## config.mk

```make
export PLATFORM = sky130hd
export DESIGN_NAME = apb_cmd_master
export DESIGN_NICKNAME = d
export VERILOG_FILES = /design/src/rtl/apb_cmd_master.sv
export SDC_FILE = /design/constraint.sdc
export NUM_CORES = 1
export LEC_CHECK = 0
export BUFFER_PORTS_ARGS = -buffer_cell sky130_fd_sc_hd__buf_2
export CAP_MARGIN = 20
export CORE_MARGIN = 2
export CORE_UTILIZATION = 44
export CTS_BUF_LIST = sky130_fd_sc_hd__clkbuf_8
export DETAILED_ROUTE_END_ITERATION = 8
export GPL_TIMING_DRIVEN = 1
export PLACE_DENSITY = 0.82
export SLEW_MARGIN = 20
export SYNTH_ARGS = -nofsm -noshare
export SYNTH_HDL_FRONTEND = slang
export SYNTH_SLANG_ARGS = --single-unit
```

## constraint.sdc

```tcl
create_clock -name clk -period 1.63 [get_ports clk]
set_clock_uncertainty 0.2 [all_clocks]
set_input_delay 0.0815 -clock clk [delete_from_list [all_inputs] [get_ports clk]]
set_output_delay 0.0815 -clock clk [all_outputs]
set_load 0.02 [all_outputs]
```

## src/rtl/apb_cmd_master.sv

```systemverilog
// APB master that turns a command/response handshake into single APB transfers,
// one outstanding at a time, aborting a stalled slave after TIMEOUT wait cycles.
module apb_cmd_master #(
  parameter int AWID    = 16,
  parameter int TIMEOUT = 255
) (
  input  logic            clk,
  input  logic            rst_n,
  input  logic            cmd_valid,
  output logic            cmd_ready,
  input  logic            cmd_write,
  input  logic [AWID-1:0] cmd_addr,
  input  logic [31:0]     cmd_wdata,
  output logic            rsp_valid,
  input  logic            rsp_ready,
  output logic [31:0]     rsp_rdata,
  output logic            rsp_err,
  output logic            rsp_timeout,
  output logic [AWID-1:0] apb_addr,
  output logic            apb_selx,
  output logic            apb_enable,
  output logic            apb_write,
  output logic [31:0]     apb_wdata,
  input  logic            apb_ready,
  input  logic [31:0]     apb_rdata,
  input  logic            apb_slverr
);

  typedef enum logic [1:0] {IDLE, SETUP, ACCESS, RESP} state_t;

  localparam logic [7:0] WAIT_LAST = 8'(TIMEOUT - 1);

  state_t          r_state;
  logic [7:0]      r_wait_cnt;
  logic            r_cmd_ready;
  logic            r_rsp_valid;
  logic [31:0]     r_rsp_rdata;
  logic            r_rsp_err;
  logic            r_rsp_timeout;
  logic [AWID-1:0] r_addr;
  logic            r_selx;
  logic            r_enable;
  logic            r_write;
  logic [31:0]     r_wdata;

  // Every output is a flop updated alongside the state, so no input reaches an output combinationally.
  always_ff @(posedge clk or negedge rst_n) begin
    if (!rst_n) begin
      r_state       <= IDLE;
      r_wait_cnt    <= 8'd0;
      r_cmd_ready   <= 1'b1;
      r_rsp_valid   <= 1'b0;
      r_rsp_rdata   <= 32'd0;
      r_rsp_err     <= 1'b0;
      r_rsp_timeout <= 1'b0;
      r_addr        <= '0;
      r_selx        <= 1'b0;
      r_enable      <= 1'b0;
      r_write       <= 1'b0;
      r_wdata       <= 32'd0;
    end else begin
      case (r_state)
        IDLE: begin
          if (cmd_valid) begin
            r_addr      <= cmd_addr;
            r_write     <= cmd_write;
            r_wdata     <= cmd_wdata;
            r_wait_cnt  <= 8'd0;
            r_cmd_ready <= 1'b0;
            r_selx      <= 1'b1;
            r_state     <= SETUP;
          end
        end
        SETUP: begin
          r_enable <= 1'b1;
          r_state  <= ACCESS;
        end
        ACCESS: begin
          // A ready slave wins over the timeout when both land in the same cycle.
          if (apb_ready) begin
            r_rsp_rdata   <= r_write ? 32'd0 : apb_rdata;
            r_rsp_err     <= apb_slverr;
            r_rsp_timeout <= 1'b0;
            r_rsp_valid   <= 1'b1;
            r_selx        <= 1'b0;
            r_enable      <= 1'b0;
            r_state       <= RESP;
          end else if (r_wait_cnt == WAIT_LAST) begin
            r_rsp_rdata   <= 32'd0;
            r_rsp_err     <= 1'b1;
            r_rsp_timeout <= 1'b1;
            r_rsp_valid   <= 1'b1;
            r_selx        <= 1'b0;
            r_enable      <= 1'b0;
            r_state       <= RESP;
          end else begin
            r_wait_cnt <= r_wait_cnt + 8'd1;
          end
        end
        RESP: begin
          if (rsp_ready) begin
            r_rsp_valid <= 1'b0;
            r_cmd_ready <= 1'b1;
            r_state     <= IDLE;
          end
        end
        default: begin
          r_state <= IDLE;
        end
      endcase
    end
  end

  assign cmd_ready   = r_cmd_ready;
  assign rsp_valid   = r_rsp_valid;
  assign rsp_rdata   = r_rsp_rdata;
  assign rsp_err     = r_rsp_err;
  assign rsp_timeout = r_rsp_timeout;
  assign apb_addr    = r_addr;
  assign apb_selx    = r_selx;
  assign apb_enable  = r_enable;
  assign apb_write   = r_write;
  assign apb_wdata   = r_wdata;

endmodule

```

==> results of run 1 <==
==> worst register-to-register path: stages (launching register included) <==
cell,delay [ns]
dfrtp_1,0.43
buf_6,0.14
inv_4,0.06
ha_4,0.17
nand2_8,0.08
buf_8,0.16
buf_12,0.14
mux2_4,0.30
==> sequential cells by signal, summed over array words and instances, names as in the netlist, 2 cells and up <==
signal / cells
r_state: 2
apb_wdata: 32
r_wait_cnt: 8
rsp_rdata: 32
apb_addr: 16
==> layer usage <==
layer  GRT usage, %  vias to the layer above
met2           44.6                      131
met3           4.94                       38
met1           30.3                     1755
met5              0                        -
met4           10.3                        0
li1               -                     1631
==> final cells by class <==
type | instances | area, um2
antenna | 1 | 2.50
fill | 518 | 1860
inverter | 12 | 47.5
multi-input combinational | 153 | 1540
timing repair buffer | 314 | 2430
sequential | 97 | 2430
clock inverter | 7 | 71.3
clock buffer | 9 | 124
tap | 108 | 135
==> worst max path at each step <==
stage | end | start | cells after the start
2_1_floorplan | r_wait_cnt[5] | r_wait_cnt[0] | 6
3_3_place_gp | rsp_rdata[29] | r_state[0] | 5
3_5_place_dp | apb_wdata[25] | r_state[1] | 6
4_1_cts | apb_addr[7] | r_state[1] | 7
5_1_grt | r_wait_cnt[5] | r_state[1] | 8
6_report | apb_addr[7] | r_state[1] | 7
==> where the power goes <==
group,total (uW),switching [uW],internal [uW]
registers,4160,654,3500
clock network,1550,839,711
logic,6520,3350,3170
total,12200,4840,7380
==> through the flow <==
step	setup WS (ns)	hold slack, ns
4_1_cts	-0.120	0.253
3_3_place_gp	-0.440	-0.209
5_1_grt	-0.200	0.280
6_report	-0.145	0.275
2_1_floorplan	-0.0116	-0.414
3_5_place_dp	-0.183	-0.201
==> logic make-up (layout without fill, tap and decap cells) <==
kind of cell	after synthesis	count (layout)	share of synthesized area [%]
buffers and inverters	27	342	3.90
adder cells (fa/ha/maj)	5	5	1.61
AND/OR/NAND/NOR	33	34	4.51
flip-flops	97	97	62.6
XOR/XNOR	1	1	0.226
multiplexers	50	50	14.5
AO/OA/AOI/OAI	63	63	12.7
other	0	1	0
==> cell usage in the layout, fill, tap and decap left out, types with 5 or more instances in the layout <==
master	netlist	final
buf_4	1	27
dfrtp_1	96	96
inv_1	12	11
mux2_4	0	9
a22o_1	32	32
nand2_1	9	5
clkbuf_8	0	9
buf_6	5	11
buf_2	7	172
buf_12	0	7
dlygate4sd3_1	0	87
mux2_2	49	40
o21ai_1	3	7
==> what timing repair did <==
action / 4_1_cts / 5_1_grt
pin swaps: 11 / 12
setup endpoints to repair: 94 / 96
hold buffers: 87 / 0
hold endpoints to repair: 184 / 0
cloned: 6 / 4
resized for setup: 32 / 37
buffers inserted: 15 / 6
==> impl_results.md, run 1 <==
- CTS sink cnt: 97
- NumNets Final: 679
- Count of pins over their slew limit: 0
- Effective utilization at floorplan: 44.9%
- Final design area excluding fillers: 6770 um2
- Reg-to-Reg End: apb_addr[7]
- Cells traversed along the worst timing path: buf_6 -> inv_4 -> ha_4 -> nand2_8 -> buf_8 -> buf_12 -> mux2_4
- Delay of the slowest cell on the worst path: 0.43 ns
- Total routing resource utilization after global routing: 25.3%
- Primary flip-flop cell chosen by synthesis mapping: dfrtp_1
- R2R Path Start: r_state[1]
- Data required, critical path: 1.67 ns
- Max-slew headroom: 78.9%
- Buffer type at the clock tree root: clkbuf_8
- Number of cells in the design after placement: 567
- Worst setup slack for register-to-register paths: -0.14 ns
- Antenna Nets Post-Route: 0
- Leakage power figure: 0.00337 uW
- Cell family with the largest share of critical-path delay: buffers and inverters
- Final setup violation count: 88
- Crit path time final: 1.77 ns
- Sequential area share after synthesis: 62.6%
- Top cell types by occurrence after synthesis: dfrtp_1 (96), mux2_2 (49), a22o_1 (32), inv_1 (12), nand2_1 (9)
- WS Path Type: flop to flop
- Met3 layer wire length in the routed design: 591 um
- Met1 Wirelength: 5020 um
- Start point of the worst min-delay path: apb_rdata[7]
- Port-buffer cells: 173
- PnR worst setup slack: -0.145 ns
- Antenna violations before repair: 1
- Synthesis warning total: 0
- Hold Crit Class: input port to flop
- Post-Syn Instances: 276
- CTS tree: built
- Flop and latch count out of synthesis: 97
- Count of buffering cells on the critical path with inverters included: 4
- Fmax: 0.563 GHz
- Maximum number of pins on one net before global-route repair: 47
- Status: complete, but fails checks
- Initial DRC Count: 83
- Hold EP: rsp_rdata[7]
- Total iterations of the first detailed-routing run: 4
- Setup repair after global routing missed its margin: true
- Worst IR Drop VDD: 0.00108 V
- Worst Path Arrival: 1.81 ns
- Average wire per cell in the routed design: 17.8 um
- Number of CTS-inserted buffers: 9
- I/O pin count: 174
- Mean Syn Cell Area: 14.1 um2
- Synthesized Nets: 368
- Total congestion overflow: 0
- Vias in the first global route: 3844
- Crit-path slowest cell: dfrtp_1
- Final worst path period share: 109%
- Area enclosed by the die boundary: 9590 um2
- Slew at the pin with the worst max-slew slack: 0.316 ns
- Final hold violation count: 0
- Top cells by area, synth: dfrtp_1 (62%), mux2_2 (14%), a22o_1 (7.2%)
- H-tree depth: 3
- DRT Wirelength: 12500 um
- Max-cap violations: 0
- Fraction of post-synthesis cell area in the top cell type by area: 61.9%
- Final core utilization: 78.4%
- Post-Place Cell Area: 5060 um2
- Synthesis-to-layout area growth: 74.5%
- Standard cell core area: 8640 um2
- Count of flip-flops with a built-in enable after synthesis: 0
- Cell area after technology mapping: 3880 um2
- HPWL after detailed placement: 6630 um
- Worst-path clk slew: 0.10 ns
- Synth area leader: dfrtp_1
- Count of cells along the worst hold path: 3
- Ratio of total power to cell area: 1810 nW/um2
- CP Launch Type: flop
- Via density per instance: 5.07
- Met2 WL: 6460 um
- Design Power: 12200 uW
- Remaining design rule violation count: 0
- Layout Cells excl Fill: 701
- Unique cell type count in the Yosys netlist: 36
- Height of the chip: 97.9 um
- Worst-path fanout max: 5
- First-pass GRT wire length: 19200 um
- Setup_tns: -8.62 ns
- Chip Width: 97.9 um
- Layout cell share with drive strength beyond 1: 55.1%
- GPL Wtd Cong: 0.848
- Number of buffers on the longest clock path: 2
- Number of cells traversed by the worst register-to-register path: 7
- Most frequently used cell type in the post-synthesis netlist: dfrtp_1
- Detailed-route via count: 3555
- Proportion of register bits with asynchronous set or reset after synthesis: 100%
- CP endpoint kind: flop
- Standard-cell row count: 34
- Worst-skew pair later-pin latency: 0.35 ns
- Violations in the final reports: negative setup slack
- Top routing layer in use: met4
No activity file was read; power rests on OpenSTA's default activity.
==> run 2, diff against run 1 <==
--- a/config.mk
+++ b/config.mk
@@ -8,12 +8,13 @@
 export BUFFER_PORTS_ARGS = -buffer_cell sky130_fd_sc_hd__buf_2
 export CAP_MARGIN = 20
 export CORE_MARGIN = 2
-export CORE_UTILIZATION = 44
+export CORE_UTILIZATION = 45
 export CTS_BUF_LIST = sky130_fd_sc_hd__clkbuf_8
 export DETAILED_ROUTE_END_ITERATION = 8
 export GPL_TIMING_DRIVEN = 1
-export PLACE_DENSITY = 0.82
+export PLACE_DENSITY = 0.81
 export SLEW_MARGIN = 20
 export SYNTH_ARGS = -nofsm -noshare
 export SYNTH_HDL_FRONTEND = slang
 export SYNTH_SLANG_ARGS = --single-unit
+export TNS_END_PERCENT = 20
==> constraint.sdc (replaced) <==
create_clock -name clk -period 2.1 [get_ports clk]
set_clock_uncertainty 0.2 [all_clocks]
set_input_delay 0.105 -clock clk [delete_from_list [all_inputs] [get_ports clk]]
set_output_delay 0.105 -clock clk [all_outputs]
set_load 0.02 [all_outputs]
==> run 2 against run 1 <==
Effect of this change: clock power shrank 23%; largest cell class unchanged; critical path depth is the same; core utilization shrank 6.4 points; sequential cell count is the same; first-iteration DRC count grew 61%; the flow now finishes without violations; critical path type unchanged.
==> impl_results.md, run 2 (synthesis results as in run 1) <==
- Final hold violation count: 0 (unchanged)
- Cells traversed along the worst timing path: inv_1 -> ha_2 -> buf_4 -> nand2_1 -> nor2_1 -> dlygate4sd3_1 -> a21oi_1
- Fmax: 0.505 GHz (-10%)
- Standard-cell row count: 33 (-2.9%)
- Worst IR Drop VDD: 0.000751 V (-31%)
- NumNets Final: 636 (-6.3%)
- Post-CTS Setup Bufs: 0 (-15)
- Final design area excluding fillers: 5980 um2 (-12%)
- Worst-path clk slew: 0.10 ns (about the same)
- Chip Width: 96.9 um (-1.1%)
- Post-Place Cell Area: 4900 um2 (-3.1%)
- Buffer type at the clock tree root: clkbuf_8
- Leading cell types in the layout, fill and taps excluded: buf_2 (172), dfrtp_1 (96), dlygate4sd3_1 (88)
- Layout cell share with drive strength beyond 1: 46.6% (-8.4 points)
- R2R Path Start: r_state[0]
- Detailed-route via count: 3320 (-6.6%)
- Area enclosed by the die boundary: 9380 um2 (-2.1%)
- HPWL after detailed placement: 6650 um (+0.21%)
- Number of cells traversed by the worst register-to-register path: 7 (unchanged)
- Setup repair after global routing missed its margin: false
- Initial DRC Count: 134 (+61%)
- Leakage power figure: 0.00299 uW (-11%)
- CP endpoint kind: flop
- Count of cells along the worst hold path: 3 (unchanged)
- Max-slew headroom: 73.6% (-5.3 points)
- Delay of the slowest cell on the worst path: 0.57 ns (+0.14 ns)
- Vias in the first global route: 3599 (-6.4%)
- Hold Crit Class: input port to flop
- CTS tree: built
- Number of buffers on the longest clock path: 2 (unchanged)
- Ratio of total power to cell area: 1380 nW/um2 (-23%)
- Maximum number of pins on one net before global-route repair: 48 (+2.1%)
- Worst Path Arrival: 2.02 ns (+0.21 ns)
- Register area: 2430 um2 (unchanged)
- Max-cap violations: 0 (unchanged)
- Worst setup slack for register-to-register paths: 0.12 ns (+0.26 ns)
- Hold EP: rsp_rdata[25]
- Total routing resource utilization after global routing: 23.5% (-1.8 points)
- Synthesis-to-layout area growth: 54.0%
- H-tree depth: 3 (unchanged)
- DRT Wirelength: 10600 um (-15%)
- Setup_tns: 0 ns (+8.62 ns)
- CP Launch Type: flop
- Start point of the worst min-delay path: apb_rdata[25]
- Number of CTS-inserted buffers: 9 (unchanged)
- Status: finished clean
- Worst-skew pair later-pin latency: 0.35 ns (about the same)
- I/O pin count: 174 (unchanged)
- Data required, critical path: 2.14 ns (+0.47 ns)
- Antenna violations before repair: 0 (-1)
- GPL Wtd Cong: 0.838 (-1.2%)
- Total iterations of the first detailed-routing run: 4 (unchanged)
- Port-buffer cells: 173 (unchanged)
- Final worst path period share: 94.3% (-15 points)
- Count of pins over their slew limit: 0 (unchanged)
- Reg-to-Reg End: rsp_err
- Most frequent standard cell in the layout excluding fill and tap cells: buf_2
- Area of the multi-input gates: 1310 um2 (-15%)
- Crit path time final: 1.98 ns (+0.205 ns)
- WS Path Type: flop to flop
- Worst-path fanout max: 5 (unchanged)
- CTS sink cnt: 97 (unchanged)
- Final core utilization: 72.0% (-6.4 points)
- Standard cell core area: 8300 um2 (-3.9%)
- Effective utilization at floorplan: 46.8% (+1.8 points)
- Diode insertion count for antenna repair: 0 (-1)
- Height of the chip: 96.9 um (-1.1%)
- Average wire per cell in the routed design: 16.2 um (-9.2%)
- Filler instances: 552 (+6.6%)
- First-pass GRT wire length: 17800 um (-7.1%)
- Total congestion overflow: 0 (unchanged)
- Remaining design rule violation count: 0 (unchanged)
- Final setup violation count: 0 (-100%)
- Antenna Nets Post-Route: 0 (unchanged)
- Slew at the pin with the worst max-slew slack: 0.392 ns (+0.0751 ns)
- Crit-path slowest cell: dlygate4sd3_1
- Via density per instance: 5.08 (+0.10%)
## run 2: repair_timing
item                       in CTS  in global routing
hold endpoints to repair      183                  0
setup endpoints to repair       0                  8
hold buffers                   89                  0
resized for setup               0                  1
## run 2: through the flow
stage | hold WS [ns] | total power, uW | std cells | setup WS [ns]
after global placement | -0.158 | 6770 | 550 | 0.321
after global routing | 0.297 | 8760 | 654 | 0.0134
final | 0.300 | 8260 | 654 | 0.120
after floorplan | -0.391 | 5580 | 276 | 0.364
after CTS | 0.279 | 8260 | 655 | 0.0645
after detailed placement | -0.157 | 6920 | 550 | 0.262
## run 2: layout make-up
cell class,instances,share of cell area (%)
clock inverter,7,1.19
sequential,97,40.6
tap,105,2.20
inverter,12,0.754
timing repair buffer,272,31.3
multi-input combinational,152,21.9
clock buffer,9,2.07
## run 2: how the worst max path moves through the flow
stage                   from            end  slack (ns)  depth (start not counted)
2_1_floorplan     r_state[0]  r_wait_cnt[5]        0.36                          6
3_3_place_gp   r_wait_cnt[0]     r_state[1]        0.32                          7
3_5_place_dp   r_wait_cnt[0]     r_state[0]        0.26                          7
4_1_cts                rst_n  apb_wdata[20]        0.06                          4
5_1_grt           r_state[0]        rsp_err        0.01                          7
6_report          r_state[0]        rsp_err        0.12                          7
## run 2: layer usage
| layer | up-vias | wire, um | global-route usage (%) |
|---|---|---|---|
| met1 | 1623 | 4070 | 27.2 |
| met5 | - | 0 | 0 |
| met3 | 23 | 591 | 5.78 |
| met4 | 0 | 278 | 9.21 |
| met2 | 142 | 5630 | 41.8 |
| li1 | 1532 | - | - |
## run 2: critical path: cells and delay by family, from the launching register on
kind	cells	cell delay [ns]
simple gates	2	0.19
compound gates	1	0.05
buf+inv	3	0.81
fa+ha+maj	1	0.21
flops	1	0.41
## run 2: power by group
group	total, uW	internal (uW)	switching, uW	leakage [uW]
logic	3880	1680	2200	0.00169
registers	3190	2720	472	0.00120
clock network	1190	551	636	0.000102
total	8260	4950	3310	0.00299
